`config.mk`:
```
export PLATFORM = sky130hd
export DESIGN_NAME = jam_cost_loader
export DESIGN_NICKNAME = d
export VERILOG_FILES = /design/src/rtl/jam_cost_loader.sv
export SDC_FILE = /design/constraint.sdc
export NUM_CORES = 1
export LEC_CHECK = 0
export ABC_CLOCK_PERIOD_IN_PS = 4000
export BUFFER_PORTS_ARGS = -buffer_cell sky130_fd_sc_hd__buf_2
export CAP_MARGIN = 20
export CORE_MARGIN = 2
export CORE_UTILIZATION = 55
export CTS_CLUSTER_DIAMETER = 60
export DETAILED_ROUTE_END_ITERATION = 8
export PLACE_DENSITY = 0.72
export RECOVER_POWER = 100
export SLEW_MARGIN = 20
export SYNTH_ARGS = -nofsm -noshare
export SYNTH_HDL_FRONTEND = slang
export SYNTH_SLANG_ARGS = --single-unit
```
`constraint.sdc`:
```
create_clock -name CLK -period 4 [get_ports CLK]
set_input_delay 0.8 -clock CLK [delete_from_list [all_inputs] [get_ports CLK]]
set_output_delay 0.8 -clock CLK [all_outputs]
set_load 0.1 [all_outputs]
```
`src/rtl/jam_cost_loader.sv`:
```
// jam_cost_loader: streams an 8x8 cost matrix in from a host, holds JAM in
// reset while loading, serves JAM's cost lookups and captures its result.
module jam_cost_loader #(
  parameter int CYC_W = 16
) (
  input  logic             CLK,
  input  logic             RST,
  input  logic             in_valid,
  input  logic [6:0]       in_data,
  output logic             in_ready,
  input  logic [2:0]       W,
  input  logic [2:0]       J,
  output logic [6:0]       Cost,
  output logic             JamRst,
  input  logic             Valid,
  input  logic [9:0]       MinCost,
  input  logic [3:0]       MatchCount,
  output logic [9:0]       ResCost,
  output logic [3:0]       ResCount,
  output logic [CYC_W-1:0] ResCycles,
  output logic             ResDone
);

  typedef enum logic [1:0] {
    S_LOAD,
    S_RUN,
    S_DONE
  } state_t;

  localparam logic [CYC_W-1:0] CNT_MAX = {CYC_W{1'b1}};

  state_t           state;
  logic [5:0]       idx;
  logic [CYC_W-1:0] cnt;
  logic [6:0]       mem [64];

  logic accept;
  logic last_word;
  logic cnt_sat;

  // a host word lands only while loading; in_ready mirrors that state
  assign accept    = (state == S_LOAD) & in_valid;
  assign last_word = accept & (idx == 6'd63);
  assign cnt_sat   = (cnt == CNT_MAX);

  // JAM looks up costs combinationally; no bypass of same-cycle writes
  assign Cost = mem[{W, J}];

  // cost storage, cleared by reset so a partial load never leaks through
  always_ff @(posedge CLK or negedge RST) begin
    if (!RST) begin
      for (int k = 0; k < 64; k++) begin
        mem[k] <= 7'd0;
      end
    end else if (accept) begin
      mem[idx] <= in_data;
    end
  end

  // load/run/done sequencer with registered handshake and result outputs
  always_ff @(posedge CLK or negedge RST) begin
    if (!RST) begin
      state     <= S_LOAD;
      idx       <= 6'd0;
      cnt       <= '0;
      in_ready  <= 1'b1;
      JamRst    <= 1'b1;
      ResDone   <= 1'b0;
      ResCost   <= 10'd0;
      ResCount  <= 4'd0;
      ResCycles <= '0;
    end else begin
      unique case (state)
        S_LOAD: begin
          ResDone <= 1'b0;
          if (accept) begin
            idx <= idx + 6'd1;
          end
          if (last_word) begin
            state    <= S_RUN;
            in_ready <= 1'b0;
            JamRst   <= 1'b0;
            cnt      <= '0;
          end
        end
        S_RUN: begin
          if (Valid) begin
            state     <= S_DONE;
            JamRst    <= 1'b1;
            ResDone   <= 1'b1;
            ResCost   <= MinCost;
            ResCount  <= MatchCount;
            ResCycles <= cnt;
          end else if (!cnt_sat) begin
            cnt <= cnt + 1'b1;
          end
        end
        S_DONE: begin
          state    <= S_LOAD;
          in_ready <= 1'b1;
          ResDone  <= 1'b0;
        end
        default: begin
          state    <= S_LOAD;
          idx      <= 6'd0;
          in_ready <= 1'b1;
          JamRst   <= 1'b1;
          ResDone  <= 1'b0;
        end
      endcase
    end
  end

endmodule

```
==> summary.md, run 1 <==
| Metric | Value |
|---|---|
| Outcome | `finished, violations left` |
| Failing checks | `capacitance limit, slew limit` |
| Total core area | `41900 sq um` |
| Syn-to-layout area delta | `12.6%` |
| Port buffer count | `70` |
| CTS resizes | `0` |
| Tightest Hold Check Type | `primary input to register` |
| Clk_skew | `0.0161 ns` |
| Crit-path max FO | `25` |
| Critical path's slowest cell | `mux4_2` |
| Routability Congestion | `0.834` |
| # nets final | `1700` |
| Pre-CTS setup slack | `0.0111 ns` |
| LEAKAGE | `12.5 nW` |
| Reg2reg start | `state[1]` |
| Final setup viols | `0` |
| Antenna violations before repair | `0` |
| CTS H-Tree Depth | `2` |
| Worst Setup End Kind | `output pin` |
| Min Tclk post-route | `3.92 ns` |
| Max-cap check violation count | `2` |
| Cell breakdown of the critical path | `buf_8, buf_4, mux4_2, mux2_2, o22ai_1, nor3_1, a41o_1, buf_2` |
| Iter 0 DRT Violations | `just over 900` |
| Max frequency | `0.255 GHz` |
| Clock insertion delay at the later pin of the skew report | `0.60 ns` |
| GRT overflow | `0` |
| Routed WL | `56100 um` |
| Hold Slack | `0.429 ns` |
| Row count | `75` |
| Worst EP arrival | `roughly 3.1 ns` |
| R2R Setup Slk | `~0.46 ns` |
| Setup ws final | `0.0753 ns` |
| Max-slew violation count | `~130` |
| FF-to-FF End | `mem[432]` |
| Top cells by area, synth | `dfrtp_1 54%, mux2_2 24%, mux4_2 10%, nor2_2 1.2%, clkbuf_1 1.0%` |
| Total CTS buffers | `54` |
| Yosys reg bits | `505` |
| Max-slew headroom | `-79.9%` |
| Critical Path Source Type | `primary input` |
| CP Capture Point | `Cost[3]` |
| FFs w/ async S/R, synth | `100%` |
| Ant. Diodes | `0` |
| Mapped cell area | `between 20000 and 25000 sq um` |
| Worst-path clk slew | `0.06 ns` |
| Cell family with most CP delay | `buffers and inverters` |
| Wirelength per Cell | `25.0 um` |
| Die Footprint | `~44000 sq um` |
| Complex-gate fraction of the synthesized area | `3.02%` |
| Initial Util | `55.7%` |
| Hold Buf Count CTS | `0` |
| Least-Margin Pin Slew | `2.70 ns` |
| Via Count | `14100` |
| CTS tree | `done` |
| DR pass1 iterations | `5` |
| Buf/Inv on CP | `3` |
| Register area share after synthesis | `54.1%` |
| Clk sinks | `505` |
| Die W | `210 um` |
| Unrepaired setup endpoints after global routing | `no` |
| Antenna-violating nets left | `0` |
| Ratio of cells with drive above 1 in the final layout | `46.3%` |
| I/O Pins | `71` |
| Yosys top cell by area | `dfrtp_1` |
| Setup Crit Path Kind | `primary input to output pin` |
| Part of the cycle the worst path needs | `98.1%` |
| CTS root buf | `clkbuf_16` |
| Reg2Reg Depth | `6` |
| Vias in the first global route | `15000` |
| Post-synthesis mux area share | `35.0%` |
| Xor/xnor share of the synthesized area | `0%` |
| Post-synth EDFFs | `0` |
| Average vias per placed instance | `6.27` |
| Setup repair bufs after CTS | `0` |
| Yosys warns | `0` |
| Setup_tns | `0 ns` |
| Largest net degree at the start of global routing | `101` |
| Largest family of logic cells by synthesized area | `multiplexers` |
| Die height | `210 um` |
| VDD IR max | `about 590 uV` |
| Hpwl dp | `36600 um` |
| Total Power | `14.3 mW` |
| First-pass GRT wire length | `roughly 90000 um` |
| Syn Inst Count | `1581` |
| Pwr dens | `542 nW/um^2` |
| CP Launch Point | `J[0]` |
| Crit path required time | `3.20 ns` |
| Adder-cell area share of the yosys netlist | `less than 1%` |
| Post-Synthesis Net Count | `1619` |
| Main synth FF type | `dfrtp_1` |
| Post-Syn Area per Cell | `14.8 sq um` |
| Synth Area in Simple Gates | `roughly 5.2%` |
| Clock Tree Buf Depth | `3` |
| Share of Yosys cell area claimed by the top area cell type | `53.8%` |
| WP depth | `8` |
| CP peak stage delay | `0.51 ns` |
| Final hold vios | `0` |
| Synth cell types | `57` |
| # DRC | `0` |
| GRT Util Overall | `26.5%` |
==> routing by layer <==
layer	global-route usage (%)	vias up	part of all wire, %	routed length (um)
li1	-	6043	-	-
met1	36.9	7551	43	24000
met5	0	-	0	0
met2	43.5	359	49	27400
met4	8.58	0	3.4	1900
met3	3.75	107	5.0	2790
==> layout make-up <==
class,count,area [sq um]
fillers,3076,15600
flip-flops and latches,505,12600
multi-input cells,956,10100
clock buffers,79,1640
repair buffers,136,947
well taps,539,674
clock inverters,17,323
inverters,9,33.8
==> stage by stage <==
step	instances	cell area, sq um	util (%)
6_report	2241	26300	62.8
5_1_grt	2241	26300	62.8
4_1_cts	2241	26600	63.5
3_5_place_dp	2145	24700	58.8
3_3_place_gp	2145	24700	58.8
2_1_floorplan	1581	23400	-
==> worst reg2reg max path: stages (launching register included) <==
cell and delay (ns):
dfrtp_1 0.40, inv_1 0.13, ha_1 0.48, nand2_1 0.21, nor4b_2 1.13, nand2_1 0.62, mux2_2 0.45
==> how the worst min path moves through the flow <==
stage | startpoint | endpoint | depth (start not counted)
finish | MinCost[3] | ResCost[3] | 2
global route | MinCost[3] | ResCost[3] | 2
CTS | RST | mem[1] | 1
detailed placement | ResCycles[6] | ResCycles[6] | 2
global placement | ResDone | ResDone | 1
floorplan | mem[205] | mem[205] | 1
==> cells in the final DEF (no fill, tap or decap), types with 4 or more instances in the layout <==
master / Yosys / layout
clkbuf_1: 63 / 54
a21oi_1: 13 / 13
buf_12: 0 / 13
a211oi_1: 7 / 7
o221ai_1: 6 / 6
and2_1: 5 / 5
dfrtp_1: 503 / 503
o22ai_1: 15 / 15
bufinv_16: 0 / 9
nor2b_1: 12 / 12
ha_1: 7 / 7
clkbuf_8: 0 / 13
mux2_2: 501 / 498
buf_4: 7 / 39
a22oi_1: 4 / 4
nand2b_1: 9 / 9
o31ai_1: 11 / 11
nor3_1: 10 / 10
o21ai_0: 22 / 23
nand4_1: 3 / 4
nand3_1: 21 / 22
nor2_1: 15 / 60
buf_2: 26 / 30
clkinv_2: 0 / 4
a21o_1: 4 / 4
and3_1: 6 / 6
inv_1: 9 / 9
mux4_2: 104 / 104
mux2i_1: 20 / 20
nand2_1: 57 / 61
clkbuf_16: 0 / 57
or3_1: 10 / 10
or4_1: 8 / 8
==> report_power, final <==
group	internal, mW	switching, mW
clock network	3.40	2.06
registers	5.75	0.347
logic	1.01	1.68
total	10.2	4.09
==> logic make-up after synthesis <==
| group | count (synthesis) |
|---|---|
| buf+inv | 120 |
| flops | 505 |
| fa+ha+maj | 7 |
| simple gates | 219 |
| compound gates | 105 |
| mux | 625 |
==> flip-flops by register name, summed over array words and instances, names as in the netlist <==
register	flops
mem	448
ResCycles	16
cnt	16
ResCost	10
idx	6
ResCount	4
state	2
JamRst	1
ResDone	1
in_ready	1
==> synthesized netlist by cell type (all sizes together) (5+ instances only) <==
library cell / instances
mux2i: 20
and3: 6
nand3: 23
mux4: 104
o31ai: 11
nand2: 61
buf: 48
a21oi: 13
clkbuf: 63
nor2b: 12
and2: 5
ha: 7
nor2: 60
nor3: 10
o22ai: 15
o221ai: 6
dfrtp: 503
a211oi: 7
nand2b: 9
mux2: 501
inv: 9
or4: 8
or3: 10
o21ai: 24
Note: power is estimated with default switching activity, not from simulation.
==> run 2, diff against run 1 <==
--- a/config.mk
+++ b/config.mk
@@ -9,11 +9,11 @@
 export BUFFER_PORTS_ARGS = -buffer_cell sky130_fd_sc_hd__buf_2
 export CAP_MARGIN = 20
 export CORE_MARGIN = 2
-export CORE_UTILIZATION = 55
+export CORE_UTILIZATION = 60
+export CTS_BUF_LIST = sky130_fd_sc_hd__clkbuf_8
 export CTS_CLUSTER_DIAMETER = 60
 export DETAILED_ROUTE_END_ITERATION = 8
-export PLACE_DENSITY = 0.72
-export RECOVER_POWER = 100
+export PLACE_DENSITY = 0.77
 export SLEW_MARGIN = 20
 export SYNTH_ARGS = -nofsm -noshare
 export SYNTH_HDL_FRONTEND = slang
==> run 2 against run 1 <==
  * The flow now finishes without violations
  * Wire length is 1.3% lower
  * Utilization is 5.8 points higher
  * Clock power is 15% lower
  * Cell count is 1.9% higher
  * Non-clock buffer count is 8 higher
  * Worst hold slack worse by 0.17 ns
  * Via count is 1.7% higher
  * Critical path type unchanged
  * Largest power group unchanged
  * Highest routed layer unchanged
==> summary.md, run 2 (synthesized netlist as in run 1, its figures left out) <==
| Metric | Value |
|---|---|
| Worst EP arrival | `3.14 ns (was 3.12 ns)` |
| CP peak stage delay | `0.59 ns (was 0.51 ns)` |
| Max-slew violation count | `0 (was 128)` |
| Via Count | `14300 (was 14100)` |
| Final hold vios | `0 (unchanged)` |
| Worst Setup End Kind | `output pin (unchanged)` |
| Met3 WL | `3450 um (was 2790 um)` |
| Final setup viols | `0 (unchanged)` |
| Setup Crit Path Kind | `primary input to output pin (unchanged)` |
| Initial Util | `60.6% (was 55.7%)` |
| Buf/Inv on CP | `2 (was 3)` |
| Max reg flops | `448 (unchanged)` |
| CTS tree | `done (unchanged)` |
| Max-cap check violation count | `0 (was 2)` |
| First-pass GRT wire length | `87400 um (was 89500 um)` |
| Critical Path Source Type | `primary input (unchanged)` |
| Crit path required time | `3.20 ns (about the same)` |
| Combinational share of power | `20.3% (was 18.9%)` |
| Clk sinks | `505 (unchanged)` |
| Hold Slack | `0.262 ns (was 0.429 ns)` |
| Crit-path max FO | `37 (was 25)` |
| Antenna violations before repair | `1 (was 0)` |
| Total CTS buffers | `83 (was 54)` |
| Routed WL | `55400 um (was 56100 um)` |
| Max frequency | `0.254 GHz (was 0.255 GHz)` |
| Cell family with most CP delay | `compound AO/OA/AOI/OAI gates (was buffers and inverters)` |
| Least-Margin Pin Slew | `1.13 ns (was 2.70 ns)` |
| Max-slew headroom | `24.8% (was -79.9%)` |
| Vias in the first global route | `15300 (was 15000)` |
| Pwr dens | `510 nW/um^2 (was 542 nW/um^2)` |
| Worst-path clk slew | `0.06 ns (about the same)` |
| Clock insertion delay at the later pin of the skew report | `0.65 ns (was 0.60 ns)` |
| Clk_skew | `0.0280 ns (was 0.0161 ns)` |
| I/O Pins | `71 (unchanged)` |
| Hpwl dp | `36000 um (was 36600 um)` |
| Port buffer count | `70 (unchanged)` |
| Reg power frac | `45.3% (was 42.8%)` |
| Die height | `201 um (was 210 um)` |
| CTS H-Tree Depth | `3 (was 2)` |
| Clock Tree Buf Depth | `3 (unchanged)` |
| Top sig layer | `met4 (unchanged)` |
| Average vias per placed instance | `6.26 (was 6.27)` |
| Internal power consumption | `9.43 mW (was 10.2 mW)` |
| Setup_tns | `0 ns (unchanged)` |
| Syn-to-layout area delta | `13.1% (was 12.6%)` |
| GRT Util Overall | `28.2% (was 26.5%)` |
| DR pass1 iterations | `5 (unchanged)` |
| Die W | `201 um (was 210 um)` |
| Commonest cells after routing, fill and taps aside | `503 x dfrtp_1, 501 x mux2_2, 112 x clkbuf_8 (was 503 x dfrtp_1, 498 x mux2_2, 104 x mux4_2)` |
| Part of the cycle the worst path needs | `98.4% (was 98.1%)` |
| Sequential cell area | `12600 sq um (unchanged)` |
| Largest register by flop count | `mem (unchanged)` |
| Wirelength per Cell | `24.2 um (was 25.0 um)` |
| # DRC | `0 (unchanged)` |
| LEAKAGE | `12.8 nW (was 12.5 nW)` |
| # nets final | `1737 (was 1700)` |
| NetSw | `4.06 mW (was 4.09 mW)` |
| Pre-CTS setup slack | `0.0206 ns (was 0.0111 ns)` |
| Routability Congestion | `0.835 (was 0.834)` |
| Total Power | `13.5 mW (was 14.3 mW)` |
| Critical path's slowest cell | `mux4_2 (unchanged)` |
| Largest net degree at the start of global routing | `110 (was 101)` |
| Min Tclk post-route | `3.94 ns (was 3.92 ns)` |
| Ratio of cells with drive above 1 in the final layout | `53.1% (was 46.3%)` |
| Antenna-violating nets left | `0 (unchanged)` |
| Registers with the most flip-flops | `mem (448), ResCycles (16), cnt (16) (unchanged)` |
| Metal-1 WL | `23000 um (was 24000 um)` |
| Met2 Wirelength | `26700 um (was 27400 um)` |
| GRT overflow | `0 (unchanged)` |
| Tightest Hold Check Type | `primary input to async pin (was primary input to register)` |
| Fill cells | `2662 (was 3076)` |
| Outcome | `finished clean (was finished, violations left)` |
| Row count | `72 (was 75)` |
| Sw frac | `30.1% (was 28.7%)` |
| CTS root buf | `clkbuf_8 (was clkbuf_16)` |
| Unrepaired setup endpoints after global routing | `no (unchanged)` |
| VDD IR max | `412 uV (was 593 uV)` |
| Iter 0 DRT Violations | `1102 (was 923)` |
| Total core area | `38600 sq um (was 41900 sq um)` |
| Clock power share | `34.4% (was 38.3%)` |
| Die Footprint | `40600 sq um (was 44200 sq um)` |
| Multi-input logic area | `10200 sq um (was 10100 sq um)` |
| Commonest non-fill, non-tap cell in the layout | `dfrtp_1 (unchanged)` |
| Setup ws final | `0.0631 ns (was 0.0753 ns)` |
| Cell breakdown of the critical path | `buf_6, mux4_2, a2bb2oi_1, a31oi_1, o21ai_0, a22o_1, buf_2 (was buf_8, buf_4, mux4_2, mux2_2, o22ai_1, nor3_1, a41o_1, buf_2)` |
-- run 2: cell types whose count changed in the layout (fill, tap and decap cells not counted), moves of 33 or more --
cell       before  now
clkbuf_8       13  112
clkbuf_1       54    0
nor2_2          0   45
buf_2          30   63
clkbuf_16      57    0
nor2_1         60   15
-- run 2: final timing paths --
path,from,endpoint,slack (ns),cells after the start
min in group CLK,MinCost[2],ResCost[2],0.41,2
worst min-delay path,RST,ResCost[1],0.26,1
worst min register to register,ResCycles[6],ResCycles[6],0.49,2
worst max register to register,state[0],mem[265],0.91,6
max in group asynchronous,RST,mem[217],2.53,2
worst max-delay path,J[1],Cost[1],0.06,7
-- run 2: stage by stage --
stage / utilization (%) / cells / instance area [sq um]
5_1_grt: 68.6 / 2284 / 26400
4_1_cts: 68.5 / 2283 / 26400
3_3_place_gp: 63.9 / 2131 / 24600
3_5_place_dp: 64.0 / 2132 / 24700
2_1_floorplan: - / 1581 / 23400
6_report: 68.6 / 2284 / 26400
-- run 2: worst register-to-register path, cell delays in order, from the launching register on --
cell	delay, ns
dfrtp_1	0.41
inv_1	0.12
ha_1	0.49
nand2_2	0.19
nor4b_4	0.81
nand2_1	0.51
mux2_2	0.43
-- run 2: layout make-up --
type | count | area share [%]
flip-flops and latches | 505 | 47.8
multi-input cells | 956 | 38.7
clock buffers | 112 | 5.83
repair buffers | 144 | 4.25
well taps | 518 | 2.45
clock inverters | 39 | 0.814
inverters | 9 | 0.128
diodes | 1 | 0.00946
-- run 2: power groups by stage --
stage | registers [mW] | logic [mW] | clock network [mW]
2_1_floorplan | 6.73 | 1.47 | 0
3_3_place_gp | 6.14 | 2.66 | 0
3_5_place_dp | 6.19 | 2.73 | 0
4_1_cts | 6.10 | 2.74 | 4.72
5_1_grt | 6.18 | 2.89 | 4.98
6_report | 6.11 | 2.74 | 4.64
-- run 2: repair_timing --
action / in CTS / in global routing
resized for setup: 0 / 5
hold endpoints to repair: 0 / 0
setup endpoints to repair: 0 / 2
setup buffers: 0 / 0
hold buffers: 0 / 0
-- run 2: per-layer routing --
metal  GRT usage, %  up-vias
met5              0        -
met4           12.7        0
met3           5.90      130
met2           45.2      471
met1           37.6     7574
li1               -     6127
==> run 3, diff against run 2 <==
--- a/config.mk
+++ b/config.mk
@@ -5,7 +5,6 @@
 export SDC_FILE = /design/constraint.sdc
 export NUM_CORES = 1
 export LEC_CHECK = 0
-export ABC_CLOCK_PERIOD_IN_PS = 4000
 export BUFFER_PORTS_ARGS = -buffer_cell sky130_fd_sc_hd__buf_2
 export CAP_MARGIN = 20
 export CORE_MARGIN = 2
@@ -14,6 +13,7 @@
 export CTS_CLUSTER_DIAMETER = 60
 export DETAILED_ROUTE_END_ITERATION = 8
 export PLACE_DENSITY = 0.77
+export REMOVE_ABC_BUFFERS = 1
 export SLEW_MARGIN = 20
 export SYNTH_ARGS = -nofsm -noshare
 export SYNTH_HDL_FRONTEND = slang
==> run 3 against run 2 <==
  * Highest routed layer unchanged
  * Total power fell by 1.6%
  * Critical endpoint unchanged
  * Final area fell by 1.1%
  * Critical path type unchanged
  * Flip-flop and latch count did not move
==> summary.md, run 3 (synthesized netlist as in run 1, its figures left out) <==
| Metric | Value |
|---|---|
| Unrepaired setup endpoints after global routing | `no (unchanged)` |
| Routability Congestion | `0.853 (was 0.835)` |
| Min Tclk post-route | `3.91 ns (was 3.94 ns)` |
| Final instance area | `26100 sq um (was 26400 sq um)` |
| CTS H-Tree Depth | `3 (unchanged)` |
| R2R Setup Slk | `0.99 ns (was 0.91 ns)` |
| Antenna-violating nets left | `0 (unchanged)` |
| # DRC | `0 (unchanged)` |
| Part of the cycle the worst path needs | `97.8% (was 98.4%)` |
| Die height | `201 um (unchanged)` |
| # nets final | `1718 (was 1737)` |
| Critical Path Source Type | `primary input (unchanged)` |
| Cell family with most CP delay | `buffers and inverters (was compound AO/OA/AOI/OAI gates)` |
| Ant. Diodes | `0 (was 1)` |
| CTS root buf | `clkbuf_8 (unchanged)` |
| Max-cap check violation count | `0 (unchanged)` |
| Layout Utilization | `67.8% (was 68.6%)` |
| VDD IR max | `527 uV (was 412 uV)` |
| Syn-to-layout area delta | `11.8% (was 13.1%)` |
| Largest register by flop count | `mem (unchanged)` |
| Largest net degree at the start of global routing | `117 (was 110)` |
| Antenna violations before repair | `0 (was 1)` |
| CP peak stage delay | `0.50 ns (was 0.59 ns)` |
| Final setup viols | `0 (unchanged)` |
| Hold Buf Count CTS | `0 (unchanged)` |
| Ratio of cells with drive above 1 in the final layout | `52.0% (was 53.1%)` |
| I/O Pins | `71 (unchanged)` |
| Crit path required time | `3.20 ns (about the same)` |
| Final hold vios | `0 (unchanged)` |
| Placed inst area | `24500 sq um (was 24700 sq um)` |
| Pwr dens | `508 nW/um^2 (was 510 nW/um^2)` |
| Worst EP arrival | `3.11 ns (was 3.14 ns)` |
| Setup repair bufs after CTS | `0 (unchanged)` |
| FF-to-FF End | `mem[414] (was mem[265])` |
| Worst Setup End Kind | `output pin (unchanged)` |
| GRT overflow | `0 (unchanged)` |
| Die Footprint | `40600 sq um (unchanged)` |
| Max-slew headroom | `30.4% (was 24.8%)` |
| Reg2Reg Depth | `7 (was 6)` |
| Clock insertion delay at the later pin of the skew report | `0.65 ns (about the same)` |
| Worst-path clk slew | `0.06 ns (about the same)` |
| Max-slew violation count | `0 (unchanged)` |
| CTS resizes | `0 (unchanged)` |
| Outcome | `finished clean (unchanged)` |
| Cell breakdown of the critical path | `buf_4, buf_12, buf_4, mux4_2, o22ai_1, nor4_1, a22o_1, buf_2 (was buf_6, mux4_2, a2bb2oi_1, a31oi_1, o21ai_0, a22o_1, buf_2)` |
| Via Count | `14100 (was 14300)` |
| Average vias per placed instance | `6.24 (was 6.26)` |
| Setup Crit Path Kind | `primary input to output pin (unchanged)` |
| Hpwl dp | `35100 um (was 36000 um)` |
| Commonest cells after routing, fill and taps aside | `503 x dfrtp_1, 501 x mux2_2, 107 x clkbuf_8 (was 503 x dfrtp_1, 501 x mux2_2, 112 x clkbuf_8)` |
| Tightest Hold Check Type | `primary input to async pin (unchanged)` |
| Die W | `201 um (unchanged)` |
| Least-Margin Pin Slew | `1.04 ns (was 1.13 ns)` |
| Row count | `72 (unchanged)` |
| Routed WL | `53800 um (was 55400 um)` |
| GRT Util Overall | `27.8% (was 28.2%)` |
| Total CTS buffers | `85 (was 83)` |
| Clk_skew | `0.0227 ns (was 0.0280 ns)` |
| Iter 0 DRT Violations | `916 (was 1102)` |
| Registers with the most flip-flops | `mem (448), ResCycles (16), cnt (16) (unchanged)` |
| Commonest non-fill, non-tap cell in the layout | `dfrtp_1 (unchanged)` |
| Total core area | `38600 sq um (unchanged)` |
| Critical path's slowest cell | `nor4_1 (was mux4_2)` |
| Pre-CTS setup slack | `0.149 ns (was 0.0206 ns)` |
| Clock Tree Buf Depth | `3 (unchanged)` |
| First-pass GRT wire length | `87000 um (was 87400 um)` |
| Initial Util | `60.6% (unchanged)` |
| Wirelength per Cell | `23.8 um (was 24.2 um)` |
| Setup ws final | `0.0889 ns (was 0.0631 ns)` |
| DR pass1 iterations | `5 (unchanged)` |
| LEAKAGE | `12.6 nW (was 12.8 nW)` |
| CP Launch Point | `J[1] (unchanged)` |
| Max reg flops | `448 (unchanged)` |
| Crit-path max FO | `12 (was 37)` |
| CTS tree | `done (unchanged)` |
| Clk sinks | `505 (unchanged)` |
| Buf/Inv on CP | `4 (was 2)` |
| Reg2reg start | `state[0] (unchanged)` |
| Most common cell type on the critical path | `buf_4` |
| Max frequency | `0.256 GHz (was 0.254 GHz)` |
| Vias in the first global route | `15000 (was 15300)` |
| Port buffer count | `70 (unchanged)` |
## run 3: area by class of cell
class | instances | area, sq um
tap | 518 | 648
clock inverter | 43 | 189
fill | 2739 | 12400
inverter | 9 | 33.8
multi-input combinational | 956 | 10200
sequential | 505 | 12600
clock buffer | 107 | 1470
timing repair buffer | 123 | 957
## run 3: through the flow
| stage | TNS, ns | cells | hold WS (ns) | power, mW |
|---|---|---|---|---|
| finish | 0 | 2261 | 0.111 | 13.3 |
| global route | 0 | 2261 | 0.141 | 13.8 |
| CTS | 0 | 2261 | 0.109 | 13.4 |
| detailed placement | 0 | 2111 | 0.470 | 8.90 |
| global placement | 0 | 2110 | 0.460 | 8.80 |
| floorplan | -1.22 | 1470 | 0.474 | 8.05 |
## run 3: power breakdown
part	internal [mW]	switching [mW]
combinational	1.04	1.66
sequential	5.76	0.354
clock	2.40	2.06
## run 3: how the worst max path moves through the flow
stage                     cells after the start       to
final                                         8  Cost[1]
after global routing                          8  Cost[1]
after CTS                                     8  Cost[1]
after detailed placement                      8  Cost[1]
after global placement                        8  Cost[1]
after floorplan                               4  Cost[4]
## run 3: routing by layer
| layer | wire length [um] | part of all wire (%) | track usage [%] |
|---|---|---|---|
| met1 | 23700 | 44 | 39.4 |
| met2 | 25800 | 48 | 43.5 |
| met3 | 2630 | 4.9 | 5.30 |
| met4 | 1660 | 3.1 | 9.93 |
| met5 | 0 | 0 | 0 |
## run 3: worst register-to-register path, stage by stage, from the launching register on
cell     delay, ns
dfrtp_1       0.41
inv_1         0.12
ha_1          0.49
nand2_2       0.18
nor2_1        0.21
nand2_1       0.45
nor2_2        0.63
mux2_2        0.40
